<file path="src/rtl/fetch_pkg.sv">
// -----------------------------------------------------------------------------
// fetch_pkg
// Shared defaults and types for the instruction fetch unit.
//   ADDR_W_DEF   : ROM word-address width (PC width)
//   DATA_W_DEF   : instruction width
//   RESET_PC_DEF : first fetch address after reset
//   phase_e      : fetch phase FSM states
// -----------------------------------------------------------------------------
package fetch_pkg;

  localparam int ADDR_W_DEF   = 11;
  localparam int DATA_W_DEF   = 16;
  localparam int RESET_PC_DEF = 0;

  // PH_RST is held for the first cycle after reset release so the ROM
  // sees a clean, non-reading cycle before the first fetch.
  typedef enum logic {
    PH_RST = 1'b0,
    PH_RUN = 1'b1
  } phase_e;

endpackage

</file>
<file path="src/rtl/instr_fetch_if.sv">
// -----------------------------------------------------------------------------
// instr_fetch_if
// Valid/ready handshake between the fetch unit and the decode stage.
//   instr       : head-of-queue instruction
//   instr_pc    : address of instr
//   instr_valid : an instruction is presented
//   instr_ready : decode accepts instr this cycle
// Modports: master = fetch side, slave = decode side.
// -----------------------------------------------------------------------------
interface instr_fetch_if #(
  parameter int ADDR_W = 11,
  parameter int DATA_W = 16
);

  logic [DATA_W-1:0] instr;
  logic [ADDR_W-1:0] instr_pc;
  logic              instr_valid;
  logic              instr_ready;

  modport master (
    output instr,
    output instr_pc,
    output instr_valid,
    input  instr_ready
  );

  modport slave (
    input  instr,
    input  instr_pc,
    input  instr_valid,
    output instr_ready
  );

endinterface

</file>
<file path="src/rtl/fetch_fifo.sv">
// -----------------------------------------------------------------------------
// fetch_fifo
// Small synchronous FIFO holding prefetched {pc, instruction} entries.
//   clk, rst_n : clock, asynchronous active-low reset
//   push_i     : write data_i (ignored when full)
//   data_i     : entry to write
//   pop_i      : drop the head entry (ignored when empty)
//   flush_i    : empty the FIFO; wins over push_i and pop_i
//   count_o    : number of stored entries
//   head_o     : head entry, forced to zero while empty
//   empty_o    : no entries stored
//   full_o     : DEPTH entries stored
// -----------------------------------------------------------------------------
module fetch_fifo #(
  parameter int W     = 27,
  parameter int DEPTH = 2
) (
  input  logic                       clk,
  input  logic                       rst_n,
  input  logic                       push_i,
  input  logic [W-1:0]               data_i,
  input  logic                       pop_i,
  input  logic                       flush_i,
  output logic [$clog2(DEPTH):0]     count_o,
  output logic [W-1:0]               head_o,
  output logic                       empty_o,
  output logic                       full_o
);

  localparam int PTR_W = (DEPTH > 1) ? $clog2(DEPTH) : 1;
  localparam int CNT_W = $clog2(DEPTH) + 1;

  logic [W-1:0]     mem_q [DEPTH];
  logic [PTR_W-1:0] rd_ptr_q, rd_ptr_d;
  logic [PTR_W-1:0] wr_ptr_q, wr_ptr_d;
  logic [CNT_W-1:0] count_q, count_d;
  logic             do_push;
  logic             do_pop;

  assign empty_o = (count_q == '0);
  assign full_o  = (count_q == CNT_W'(DEPTH));
  assign count_o = count_q;

  assign do_push = push_i & ~full_o & ~flush_i;
  assign do_pop  = pop_i & ~empty_o & ~flush_i;

  // Masking the head keeps instr/instr_pc at zero whenever nothing is
  // presented, including right after reset when storage is undefined.
  assign head_o = empty_o ? '0 : mem_q[rd_ptr_q];

  // DEPTH is a power of two, so pointers wrap by plain overflow.
  always_comb begin
    rd_ptr_d = rd_ptr_q;
    wr_ptr_d = wr_ptr_q;
    count_d  = count_q;
    if (flush_i) begin
      rd_ptr_d = '0;
      wr_ptr_d = '0;
      count_d  = '0;
    end else begin
      if (do_push) wr_ptr_d = wr_ptr_q + PTR_W'(1);
      if (do_pop)  rd_ptr_d = rd_ptr_q + PTR_W'(1);
      count_d = count_q + CNT_W'(do_push) - CNT_W'(do_pop);
    end
  end

  always_ff @(posedge clk or negedge rst_n) begin
    if (!rst_n) begin
      rd_ptr_q <= '0;
      wr_ptr_q <= '0;
      count_q  <= '0;
    end else begin
      rd_ptr_q <= rd_ptr_d;
      wr_ptr_q <= wr_ptr_d;
      count_q  <= count_d;
    end
  end

  // Storage needs no reset: an entry is only visible after it was written.
  for (genvar gi = 0; gi < DEPTH; gi++) begin : g_entry
    always_ff @(posedge clk) begin
      if (do_push && (wr_ptr_q == PTR_W'(gi))) begin
        mem_q[gi] <= data_i;
      end
    end
  end

endmodule

</file>
<file path="src/rtl/instr_fetch.sv">
// -----------------------------------------------------------------------------
// instr_fetch
// Instruction fetch unit between a 1-cycle-latency synchronous ROM and the
// decode stage. Issues ROM reads only when the prefetch FIFO is guaranteed to
// have room for the response, and squashes stale fetches on redirect.
//   clk, rst_n   : clock, asynchronous active-low reset
//   fetch_en     : permits new ROM reads
//   redirect     : one-cycle taken jump/branch pulse
//   redirect_pc  : jump target, sampled with redirect
//   rom_ad       : ROM address
//   rom_ce       : ROM read enable (a read issues when high)
//   rom_oce      : ROM output clock enable, tied high
//   rom_reset    : ROM reset, ~rst_n
//   rom_dout     : ROM data, valid the cycle after an issue
//   dec          : decode handshake (instr, instr_pc, instr_valid, instr_ready)
// -----------------------------------------------------------------------------
module instr_fetch
  import fetch_pkg::*;
#(
  parameter int ADDR_W     = ADDR_W_DEF,
  parameter int DATA_W     = DATA_W_DEF,
  parameter int FIFO_DEPTH = 2,
  parameter int RESET_PC   = RESET_PC_DEF
) (
  input  logic              clk,
  input  logic              rst_n,
  input  logic              fetch_en,
  input  logic              redirect,
  input  logic [ADDR_W-1:0] redirect_pc,
  output logic [ADDR_W-1:0] rom_ad,
  output logic              rom_ce,
  output logic              rom_oce,
  output logic              rom_reset,
  input  logic [DATA_W-1:0] rom_dout,
  instr_fetch_if.master     dec
);

  localparam int ENTRY_W = ADDR_W + DATA_W;
  localparam int CNT_W   = $clog2(FIFO_DEPTH) + 1;

  phase_e            phase_q;
  logic [ADDR_W-1:0] pc_q, pc_d;
  logic              inflight_q;
  logic [ADDR_W-1:0] inflight_pc_q;
  logic              squash_q, squash_d;

  logic [CNT_W-1:0]   fifo_count;
  logic [ENTRY_W-1:0] fifo_head;
  logic               fifo_empty;
  logic               fifo_full;
  logic               pop;
  logic               resp_push;
  logic [CNT_W:0]     occupancy;
  logic               space;
  logic               issue;

  assign rom_oce   = 1'b1;
  assign rom_reset = ~rst_n;

  assign dec.instr_valid = ~fifo_empty;
  assign dec.instr_pc    = fifo_head[ENTRY_W-1 -: ADDR_W];
  assign dec.instr       = fifo_head[DATA_W-1:0];

  assign pop = dec.instr_valid & dec.instr_ready;

  // Credit check: entries held plus the response still on its way, minus
  // the one leaving now, must leave a slot for a read issued this cycle.
  // A pop implies count >= 1, so the subtraction never underflows.
  assign occupancy = (CNT_W+1)'(fifo_count) + (CNT_W+1)'(inflight_q)
                   - (CNT_W+1)'(pop);
  assign space     = occupancy < (CNT_W+1)'(FIFO_DEPTH);
  assign issue     = (phase_q == PH_RUN) & fetch_en & space;

  // The redirect target is fetched in the redirect cycle itself.
  assign rom_ad = redirect ? redirect_pc : pc_q;
  assign rom_ce = issue;

  // On issue the PC moves past the fetched word (wrapping at the top of the
  // ROM); otherwise it just adopts a redirect target if one is present.
  assign pc_d = issue ? (rom_ad + ADDR_W'(1)) : rom_ad;

  // A response landing in a redirect cycle was fetched from the old path and
  // is dropped here as well as by the flush. squash_q additionally blocks the
  // cycle after a redirect that could not issue, so nothing fetched before
  // the redirect can ever enter the freshly cleared FIFO.
  assign squash_d  = redirect & ~issue;
  assign resp_push = inflight_q & ~squash_q & ~redirect & ~fifo_full;

  always_ff @(posedge clk or negedge rst_n) begin
    if (!rst_n) begin
      phase_q       <= PH_RST;
      pc_q          <= ADDR_W'(RESET_PC);
      inflight_q    <= 1'b0;
      inflight_pc_q <= '0;
      squash_q      <= 1'b0;
    end else begin
      case (phase_q)
        PH_RST:  phase_q <= PH_RUN;
        PH_RUN:  phase_q <= PH_RUN;
        default: phase_q <= PH_RST;
      endcase
      pc_q       <= pc_d;
      inflight_q <= issue;
      squash_q   <= squash_d;
      if (issue) begin
        inflight_pc_q <= rom_ad;
      end
    end
  end

  fetch_fifo #(
    .W     (ENTRY_W),
    .DEPTH (FIFO_DEPTH)
  ) u_fifo (
    .clk     (clk),
    .rst_n   (rst_n),
    .push_i  (resp_push),
    .data_i  ({inflight_pc_q, rom_dout}),
    .pop_i   (pop),
    .flush_i (redirect),
    .count_o (fifo_count),
    .head_o  (fifo_head),
    .empty_o (fifo_empty),
    .full_o  (fifo_full)
  );

endmodule

</file>
<file path="src/flat_wrapper.sv">
// flat-port wrapper written by rule: the top's interface ports become plain ports
module instr_fetch_flat import fetch_pkg::*;
#(
  parameter int ADDR_W     = ADDR_W_DEF,
  parameter int DATA_W     = DATA_W_DEF,
  parameter int FIFO_DEPTH = 2,
  parameter int RESET_PC   = RESET_PC_DEF
)
  (clk, rst_n, fetch_en, redirect, redirect_pc, rom_ad, rom_ce, rom_oce, rom_reset, rom_dout, dec_instr, dec_instr_pc, dec_instr_valid, dec_instr_ready);
  instr_fetch_if #(.ADDR_W(ADDR_W), .DATA_W(DATA_W)) dec_i ();
  input  logic clk;
  input  logic rst_n;
  input  logic fetch_en;
  input  logic redirect;
  input  logic [ADDR_W-1:0] redirect_pc;
  output logic [ADDR_W-1:0] rom_ad;
  output logic rom_ce;
  output logic rom_oce;
  output logic rom_reset;
  input  logic [DATA_W-1:0] rom_dout;
  output wire logic [$bits(dec_i.instr)-1:0] dec_instr;
  output wire logic [$bits(dec_i.instr_pc)-1:0] dec_instr_pc;
  output wire logic [$bits(dec_i.instr_valid)-1:0] dec_instr_valid;
  input wire logic [$bits(dec_i.instr_ready)-1:0] dec_instr_ready;
  assign dec_instr = dec_i.instr;
  assign dec_instr_pc = dec_i.instr_pc;
  assign dec_instr_valid = dec_i.instr_valid;
  assign dec_i.instr_ready = dec_instr_ready;
  instr_fetch #(.ADDR_W(ADDR_W), .DATA_W(DATA_W), .FIFO_DEPTH(FIFO_DEPTH), .RESET_PC(RESET_PC)) u_core (.clk(clk), .rst_n(rst_n), .fetch_en(fetch_en), .redirect(redirect), .redirect_pc(redirect_pc), .rom_ad(rom_ad), .rom_ce(rom_ce), .rom_oce(rom_oce), .rom_reset(rom_reset), .rom_dout(rom_dout), .dec(dec_i));
endmodule
</file>
<file path="config.mk">
export PLATFORM = sky130hd
export DESIGN_NAME = instr_fetch_flat
export DESIGN_NICKNAME = d
export VERILOG_FILES = /design/src/rtl/fetch_pkg.sv /design/src/rtl/instr_fetch_if.sv /design/src/rtl/fetch_fifo.sv /design/src/rtl/instr_fetch.sv /design/src/flat_wrapper.sv
export SDC_FILE = /design/constraint.sdc
export NUM_CORES = 1
export LEC_CHECK = 0
export BUFFER_PORTS_ARGS = -buffer_cell sky130_fd_sc_hd__buf_4
export CAP_MARGIN = 40
export CORE_MARGIN = 1
export CORE_UTILIZATION = 55
export DETAILED_ROUTE_END_ITERATION = 6
export PLACE_DENSITY = 0.85
export SETUP_SLACK_MARGIN = 0.02
export SLEW_MARGIN = 20
export SYNTH_ARGS = -nofsm -noshare
export SYNTH_HDL_FRONTEND = slang
export SYNTH_HIERARCHICAL = 1
export SYNTH_SLANG_ARGS = --single-unit
</file>
<file path="constraint.sdc">
create_clock -name clk -period 7.8 [get_ports clk]
set_input_delay 0.39 -clock clk [delete_from_list [all_inputs] [get_ports clk]]
set_output_delay 0.39 -clock clk [all_outputs]
set_load 0.05 [all_outputs]
</file>
==> results of run 1 <==
-- worst paths after layout --
check | depth (start not counted) | startpoint | to | slack, ns
setup reg to reg | 9 | u_core/u_fifo/count_o[1] | u_core/inflight_pc_q[2] | 4.56
hold / removal | 1 | rom_dout[3] | u_core/u_fifo/mem_q[0][3] | 0.24
setup / recovery | 9 | u_core/u_fifo/count_o[1] | rom_ce | 4.08
hold reg to reg | 0 | u_core/inflight_pc_q[10] | u_core/u_fifo/mem_q[0][26] | 0.48
min in group asynchronous | 2 | rst_n | u_core/pc_q[9] | 0.52
max in group asynchronous | 2 | rst_n | u_core/inflight_pc_q[0] | 7.00
-- per-layer routing --
layer	wire, µm	share of wire (%)	global-route usage [%]	vias to the layer above
met1	2660	44	24.9	983
met3	392	6.6	5.38	4
met4	38	0.64	4.74	0
li1	-	-	-	1023
met2	2890	48	32.3	78
met5	0	0	0	-
-- layout by cell type, fill, tap and decap left out, types with 4 or more instances in the layout --
master	instances
sky130_fd_sc_hd__buf_4	76
sky130_fd_sc_hd__edfxtp_1	54
sky130_fd_sc_hd__nor2_1	38
sky130_fd_sc_hd__mux2i_1	32
sky130_fd_sc_hd__dfrtp_1	29
sky130_fd_sc_hd__inv_1	13
sky130_fd_sc_hd__xnor2_1	10
sky130_fd_sc_hd__clkbuf_8	9
sky130_fd_sc_hd__mux2_2	9
sky130_fd_sc_hd__nand3_1	7
sky130_fd_sc_hd__a21oi_1	7
sky130_fd_sc_hd__ha_1	4
-- per-stage QoR --
step                      area (µm²)  hold WS (ns)  power [W]  utilization (%)  worst slack (ns)
after floorplan                 3550        0.0944   0.000607                -              4.79
after global placement          4120         0.340   0.000648             68.0              4.51
after detailed placement        4120         0.341   0.000653             68.0              4.41
after CTS                       4310         0.221   0.000931             71.2              4.03
after global routing            4310         0.208   0.000962             71.2              3.84
final                           4310         0.237   0.000925             71.2              4.08
-- where the power goes --
group	switching (W)	leakage [nW]	internal, W
combinational	0.0000812	0.803	0.0000482
clock	0.000136	0.0951	0.000145
sequential	0.0000151	0.830	0.000500
total	0.000232	1.73	0.000693
-- final cells by class --
cell class / instances / area [µm²] / share of cell area [%]
clock buffers: 10 / 128 / 2.96
clock inverters: 6 / 56.3 / 1.31
well taps: 75 / 93.8 / 2.18
flip-flops and latches: 83 / 2350 / 54.4
repair buffers: 77 / 581 / 13.5
inverters: 13 / 48.8 / 1.13
multi-input cells: 142 / 1060 / 24.6
-- what timing repair did --
action,4_1_cts,5_1_grt
endpoints found under the hold margin,29,0
gates resized for setup,0,0
hold buffers,1,0
-- worst max-delay path, stage by stage (launching register included) --
cell and delay (ns):
sky130_fd_sc_hd__dfrtp_1 0.50, sky130_fd_sc_hd__nor2_4 0.58, sky130_fd_sc_hd__nor2b_1 0.15, sky130_fd_sc_hd__ha_1 0.29
sky130_fd_sc_hd__nand2b_1 0.16, sky130_fd_sc_hd__fa_1 0.50, sky130_fd_sc_hd__nand3_1 0.16, sky130_fd_sc_hd__nor2_2 0.11
sky130_fd_sc_hd__buf_4 0.29, sky130_fd_sc_hd__buf_4 0.26
-- registers in the layout, indices dropped and copies added, names as in the netlist --
| name | count |
|---|---|
| u_core/u_fifo/mem_q | 54 |
| u_core/inflight_pc_q | 11 |
| u_core/pc_q | 11 |
| u_core/u_fifo/count_o | 2 |
| u_core/inflight_q | 1 |
| u_core/phase_q | 1 |
| u_core/squash_q | 1 |
| u_core/u_fifo/rd_ptr_q | 1 |
| u_core/u_fifo/wr_ptr_q | 1 |
-- kinds of logic (layout without fill, tap and decap cells) --
kind of cell,after synthesis,in the layout,synth area share (%)
adders and majority gates,5,5,1.98
buffers and inverters,23,106,4.16
muxes,43,43,12.7
DFF,83,83,66.2
AOI/OAI and AO/OA,11,11,2.15
xor gates and xnor gates,13,13,3.21
and+or+nand+nor,68,68,9.53
other,1,2,0.106
==> impl_metrics.prom, run 1 <==
# TYPE chip_impl_metric gauge
chip_impl_metric{name="crit_arrival",unit="ns"} 3.33
chip_impl_metric{name="syn-mean-instance-area",unit="µm²"} 14.4
chip_impl_info{name="grt_setup_unrepaired",value="false"} 1
chip_impl_metric{name="finalHoldViolations",unit=""} 0
chip_impl_metric{name="cts.sinks",unit=""} 83
chip_impl_metric{name="share_of_post_route_cells_with_drive_strength_above_1",unit="%"} 33.2
chip_impl_metric{name="ys_seq_elements",unit=""} 83
chip_impl_metric{name="first_global_vias",unit=""} 2047
chip_impl_metric{name="design.portCount",unit=""} 74
chip_impl_metric{name="yosys.area.top_type_share",unit="%"} 45.7
chip_impl_metric{name="clkLatencyLatePin",unit="ns"} 0.33
chip_impl_metric{name="post-place-cells",unit=""} 389
chip_impl_metric{name="post_synthesis_sequential_area_ratio",unit="%"} 66.2
chip_impl_metric{name="period_needed",unit="ns"} 3.72
chip_impl_metric{name="max-clock-path-buffers",unit=""} 2
chip_impl_metric{name="crit_required",unit="ns"} 7.41
chip_impl_info{name="synthMostInstantiatedCell",value="sky130_fd_sc_hd__edfxtp_1"} 1
chip_impl_metric{name="dp_hpwl",unit="mm"} 4.17
chip_impl_info{name="status",value="finished clean"} 1
chip_impl_info{name="synthFlopType",value="sky130_fd_sc_hd__edfxtp_1"} 1
chip_impl_metric{name="p_leak",unit="nW"} 1.73
chip_impl_info{name="commonest_cells_in_the_synthesized_netlist",value="54 x sky130_fd_sc_hd__edfxtp_1, 40 x sky130_fd_sc_hd__nor2_1, 32 x sky130_fd_sc_hd__mux2i_1"} 1
chip_impl_metric{name="gr-usage-all-layers",unit="%"} 19.3
chip_impl_metric{name="cts_inserted_buffers",unit=""} 9
chip_impl_metric{name="fp.dieArea",unit="µm²"} 6770
chip_impl_metric{name="slew_viol_final",unit=""} 0
chip_impl_metric{name="cts.clk_slew.worst_paths",unit="ns"} 0.08
chip_impl_metric{name="number_of_core_rows",unit=""} 28
chip_impl_metric{name="synthCells",unit=""} 247
chip_impl_metric{name="detail-route-antenna-nets",unit=""} 0
chip_impl_metric{name="netlist-cell-type-count",unit=""} 35
chip_impl_metric{name="timing.max_cap.violations",unit=""} 0
chip_impl_info{name="clock_tree.root_cell",value="sky130_fd_sc_hd__clkbuf_8"} 1
chip_impl_metric{name="ys_warn_count",unit=""} 6
chip_impl_metric{name="drt_pass1_iterations",unit=""} 6
chip_impl_metric{name="syn-cell-area",unit="µm²"} 3550
chip_impl_metric{name="post_cts.repair.setup_buffers",unit=""} 0
chip_impl_metric{name="area_growth_syn_to_layout",unit="%"} 21.7
chip_impl_metric{name="final_weighted_congestion_of_routability_driven_global_placement",unit=""} 0.798
chip_impl_metric{name="maximum_number_of_pins_on_one_net_before_global_route_repair",unit=""} 31
chip_impl_metric{name="finalSetupTns",unit="ns"} 0
chip_impl_metric{name="initial_core_util",unit="%"} 58.5
chip_impl_metric{name="post_drt_via_cell_ratio",unit=""} 5.14
chip_impl_metric{name="remaining_drc_errors",unit=""} 0
chip_impl_metric{name="die_y",unit="µm"} 82.3
chip_impl_metric{name="detail_route.wl_per_cell",unit="µm"} 14.7
chip_impl_metric{name="number_of_nets_in_the_layout",unit=""} 363
chip_impl_metric{name="number_of_flops_mapped_to_enable_cells_by_yosys",unit=""} 54
chip_impl_metric{name="powerDensity",unit="nW/µm²"} 214
chip_impl_metric{name="maxSlewHeadroom",unit="%"} 51.0
chip_impl_metric{name="die-width",unit="µm"} 82.3
chip_impl_metric{name="grt_first_pass_wirelength",unit="mm"} 9.53
chip_impl_metric{name="count_of_filler_cells_inserted_in_the_layout",unit=""} 428
chip_impl_info{name="critical_path_class",value="flop to output port"} 1
chip_impl_metric{name="max_slew.worst_pin.slew",unit="ns"} 0.735
chip_impl_metric{name="final_cell_count_no_fill",unit=""} 406
chip_impl_metric{name="share_of_flip_flops_with_an_asynchronous_set_or_reset",unit="%"} 34.9
chip_impl_metric{name="antennaDiodeCount",unit=""} 0
chip_impl_metric{name="grt_antenna_before_repair",unit=""} 0
chip_impl_metric{name="vdd_ir_drop_max",unit="V"} 0.000122
chip_impl_info{name="setup.worst_path.end_class",value="output port"} 1
chip_impl_metric{name="layout_worst_path_cycle_share",unit="%"} 47.7
chip_impl_info{name="tritoncts",value="yes"} 1
chip_impl_info{name="synth_area_leaders",value="sky130_fd_sc_hd__edfxtp_1 46%, sky130_fd_sc_hd__dfrtp_1 20%, sky130_fd_sc_hd__mux2i_1 9.0%"} 1
chip_impl_metric{name="routed_wl",unit="mm"} 5.98
chip_impl_metric{name="place.port_buffers",unit=""} 72
chip_impl_metric{name="globalRoute.totalOverflow",unit=""} 0
chip_impl_info{name="hold_class",value="primary input to flop"} 1
chip_impl_metric{name="drt_first_iter_violations",unit=""} 111
chip_impl_info{name="startpoint_type",value="flop"} 1
chip_impl_metric{name="skew",unit="ns"} 0.0114
chip_impl_metric{name="path_max_fanout",unit=""} 29
chip_impl_metric{name="detailroute.via_count",unit=""} 2088
chip_impl_metric{name="final-setup-viol-count",unit=""} 0
chip_impl_metric{name="design.core.area",unit="µm²"} 6060
chip_impl_metric{name="timing.fmax",unit="MHz"} 269
chip_impl_metric{name="h_tree_depth",unit=""} 3
chip_impl_info{name="synth_top_cell_by_area",value="sky130_fd_sc_hd__edfxtp_1"} 1
(Power assumes the default switching activity.)
==> run 2: changes to the inputs <==
--- a/config.mk
+++ b/config.mk
@@ -8,9 +8,9 @@
 export BUFFER_PORTS_ARGS = -buffer_cell sky130_fd_sc_hd__buf_4
 export CAP_MARGIN = 40
 export CORE_MARGIN = 1
-export CORE_UTILIZATION = 55
+export CORE_UTILIZATION = 54
 export DETAILED_ROUTE_END_ITERATION = 6
-export PLACE_DENSITY = 0.85
+export PLACE_DENSITY = 0.84
 export SETUP_SLACK_MARGIN = 0.02
 export SLEW_MARGIN = 20
 export SYNTH_ARGS = -nofsm -noshare
==> constraint.sdc (replaced) <==
create_clock -name clk -period 3.85 [get_ports clk]
set_input_delay 0.1925 -clock clk [delete_from_list [all_inputs] [get_ports clk]]
set_output_delay 0.1925 -clock clk [all_outputs]
set_load 0.05 [all_outputs]
==> impl_metrics.prom, run 2 (synthesized netlist as in run 1, its figures left out) <==
# TYPE chip_impl_metric gauge
chip_impl_info{name="status",value="finished clean"} 1
chip_impl_metric{name="die-width",unit="µm"} 83.0
chip_impl_metric{name="grt_first_pass_wirelength",unit="mm"} 10.0
chip_impl_metric{name="crit_required",unit="ns"} 3.66
chip_impl_metric{name="final_cell_count_no_fill",unit=""} 409
chip_impl_metric{name="post_cts.repair.setup_buffers",unit=""} 0
chip_impl_metric{name="internal-power",unit="W"} 0.00134
chip_impl_metric{name="p_leak",unit="nW"} 1.72
chip_impl_metric{name="fin_hold_ws",unit="ns"} 0.0328
chip_impl_metric{name="p_comb_share",unit="%"} 14.4
chip_impl_metric{name="globalRoute.totalOverflow",unit=""} 0
chip_impl_metric{name="swShare",unit="%"} 26.4
chip_impl_metric{name="gr-usage-all-layers",unit="%"} 19.1
chip_impl_metric{name="final_weighted_congestion_of_routability_driven_global_placement",unit=""} 0.789
chip_impl_metric{name="max_slew.worst_pin.slew",unit="ns"} 0.809
chip_impl_metric{name="wl_met3",unit="µm"} 296
chip_impl_metric{name="detail_route.wl_per_cell",unit="µm"} 15.1
chip_impl_metric{name="finalSetupTns",unit="ns"} 0
chip_impl_metric{name="timing.fmax",unit="MHz"} 324
chip_impl_info{name="reg_top3",value="u_core/u_fifo/mem_q: 54 flops, u_core/inflight_pc_q: 11 flops, u_core/pc_q: 11 flops"} 1
chip_impl_info{name="tritoncts",value="yes"} 1
chip_impl_metric{name="cts.clk_slew.worst_paths",unit="ns"} 0.08
chip_impl_metric{name="remaining_drc_errors",unit=""} 0
chip_impl_metric{name="post_drt_via_cell_ratio",unit=""} 5.16
chip_impl_metric{name="post_cts.resized_instances",unit=""} 0
chip_impl_metric{name="antennaDiodeCount",unit=""} 0
chip_impl_metric{name="maximum_number_of_pins_on_one_net_before_global_route_repair",unit=""} 31
chip_impl_info{name="layout.cells.most_common",value="sky130_fd_sc_hd__buf_4"} 1
chip_impl_metric{name="die_y",unit="µm"} 83.0
chip_impl_metric{name="maxSlewHeadroom",unit="%"} 46.0
chip_impl_metric{name="timing.max_cap.violations",unit=""} 0
chip_impl_metric{name="routed_wl",unit="mm"} 6.17
chip_impl_metric{name="h_tree_depth",unit=""} 3
chip_impl_metric{name="powerDensity",unit="nW/µm²"} 424
chip_impl_info{name="topRoutingLayerUsed",value="met4"} 1
chip_impl_metric{name="cts.sinks",unit=""} 83
chip_impl_metric{name="design.portCount",unit=""} 74
chip_impl_metric{name="crit_arrival",unit="ns"} 2.89
chip_impl_metric{name="layout_worst_path_cycle_share",unit="%"} 80.1
chip_impl_metric{name="route.layer.met1.wl",unit="mm"} 2.89
chip_impl_metric{name="cts_inserted_buffers",unit=""} 9
chip_impl_metric{name="fp.dieArea",unit="µm²"} 6890
chip_impl_info{name="startpoint_type",value="flop"} 1
chip_impl_metric{name="path_max_fanout",unit=""} 10
chip_impl_metric{name="slew_viol_final",unit=""} 0
chip_impl_metric{name="design.core.area",unit="µm²"} 6350
chip_impl_metric{name="post-place-cells",unit=""} 392
chip_impl_info{name="hold_class",value="primary input to flop"} 1
chip_impl_metric{name="period_needed",unit="ns"} 3.08
chip_impl_metric{name="grt_antenna_before_repair",unit=""} 0
chip_impl_metric{name="drt_pass1_iterations",unit=""} 4
chip_impl_metric{name="detailroute.via_count",unit=""} 2109
chip_impl_metric{name="skew",unit="ns"} 0.00992
chip_impl_info{name="critical_path_class",value="flop to output port"} 1
chip_impl_metric{name="count_of_filler_cells_inserted_in_the_layout",unit=""} 451
chip_impl_info{name="layout_common_cells",value="77 x sky130_fd_sc_hd__buf_4, 54 x sky130_fd_sc_hd__edfxtp_1, 38 x sky130_fd_sc_hd__nor2_1"} 1
chip_impl_metric{name="number_of_core_rows",unit=""} 29
chip_impl_metric{name="p_seq_share",unit="%"} 57.1
chip_impl_metric{name="final-setup-viol-count",unit=""} 0
chip_impl_metric{name="p_clk_share",unit="%"} 28.5
chip_impl_metric{name="finalHoldViolations",unit=""} 0
chip_impl_metric{name="vdd_ir_drop_max",unit="V"} 0.000249
chip_impl_metric{name="detail-route-antenna-nets",unit=""} 0
chip_impl_metric{name="initial_core_util",unit="%"} 55.8
chip_impl_info{name="max_flop_register",value="u_core/u_fifo/mem_q"} 1
chip_impl_metric{name="cts.hold.buffers_added",unit=""} 1
chip_impl_metric{name="drt_first_iter_violations",unit=""} 104
chip_impl_info{name="grt_setup_unrepaired",value="false"} 1
chip_impl_metric{name="clkLatencyLatePin",unit="ns"} 0.35
chip_impl_metric{name="max-clock-path-buffers",unit=""} 2
chip_impl_metric{name="largest_register_ffs",unit=""} 54
chip_impl_metric{name="area_growth_syn_to_layout",unit="%"} 21.3
chip_impl_metric{name="first_global_vias",unit=""} 2105
chip_impl_info{name="clock_tree.root_cell",value="sky130_fd_sc_hd__clkbuf_8"} 1
chip_impl_info{name="setup.worst_path.end_class",value="output port"} 1
chip_impl_metric{name="dp_hpwl",unit="mm"} 4.25
chip_impl_metric{name="share_of_post_route_cells_with_drive_strength_above_1",unit="%"} 33.4
chip_impl_metric{name="place.port_buffers",unit=""} 72
chip_impl_metric{name="netSwitchingPower",unit="W"} 0.000482
chip_impl_metric{name="number_of_nets_in_the_layout",unit=""} 364
chip_impl_metric{name="wl_met2",unit="mm"} 2.82
## run 2: layer usage
layer | vias to the layer above | global-route usage [%]
met1 | 994 | 25.4
li1 | 1021 | -
met3 | 13 | 4.08
met5 | - | 0
met2 | 81 | 29.8
met4 | 0 | 10.3
## run 2: final cells by class
| type | instances | area, µm² | area share, % |
|---|---|---|---|
| Inverter | 13 | 48.8 | 1.13 |
| Clock inverter | 5 | 30.0 | 0.698 |
| Sequential cell | 83 | 2350 | 54.6 |
| Timing Repair Buffer | 78 | 588 | 13.7 |
| Clock buffer | 11 | 131 | 3.05 |
| Tap cell | 77 | 96.3 | 2.24 |
| Multi-Input combinational cell | 142 | 1060 | 24.6 |
## run 2: metrics by stage
step | instance area (µm²) | setup slack, ns | utilization [%] | power (W)
detailed placement | 4130 | 0.868 | 65.0 | 0.00132
global route | 4300 | 0.574 | 67.7 | 0.00190
global placement | 4130 | 1.03 | 65.0 | 0.00131
floorplan | 3550 | 0.983 | - | 0.00123
CTS | 4300 | 0.775 | 67.7 | 0.00184
finish | 4300 | 0.767 | 67.7 | 0.00182
## run 2: worst paths after layout
kind | startpoint | end | slack, ns | cells past startpoint
max | u_core/u_fifo/count_o[1] | rom_ce | 0.77 | 8
min | rom_dout[7] | u_core/u_fifo/mem_q[1][7] | 0.03 | 1
max reg2reg | u_core/u_fifo/count_o[1] | u_core/inflight_pc_q[5] | 0.81 | 9
min reg2reg | u_core/inflight_pc_q[6] | u_core/u_fifo/mem_q[1][22] | 0.48 | 0
max in group asynchronous | rst_n | u_core/pc_q[10] | 3.25 | 2
min in group asynchronous | rst_n | u_core/pc_q[4] | 0.32 | 2
## run 2: critical path: stages, from the launching register on
cell	delay, ns
sky130_fd_sc_hd__dfrtp_1	0.55
sky130_fd_sc_hd__nor2_4	0.08
sky130_fd_sc_hd__nor2b_1	0.17
sky130_fd_sc_hd__ha_1	0.26
sky130_fd_sc_hd__nand2b_1	0.16
sky130_fd_sc_hd__fa_1	0.49
sky130_fd_sc_hd__nand3_1	0.16
sky130_fd_sc_hd__nor2_2	0.38
sky130_fd_sc_hd__buf_4	0.28
## run 2: power by group through the flow
stage,registers [W],logic (W),clock network (W)
after floorplan,0.00105,0.000180,0
after global placement,0.00106,0.000257,0
after detailed placement,0.00106,0.000261,0
after CTS,0.00104,0.000264,0.000530
after global routing,0.00105,0.000281,0.000568
final,0.00104,0.000263,0.000519
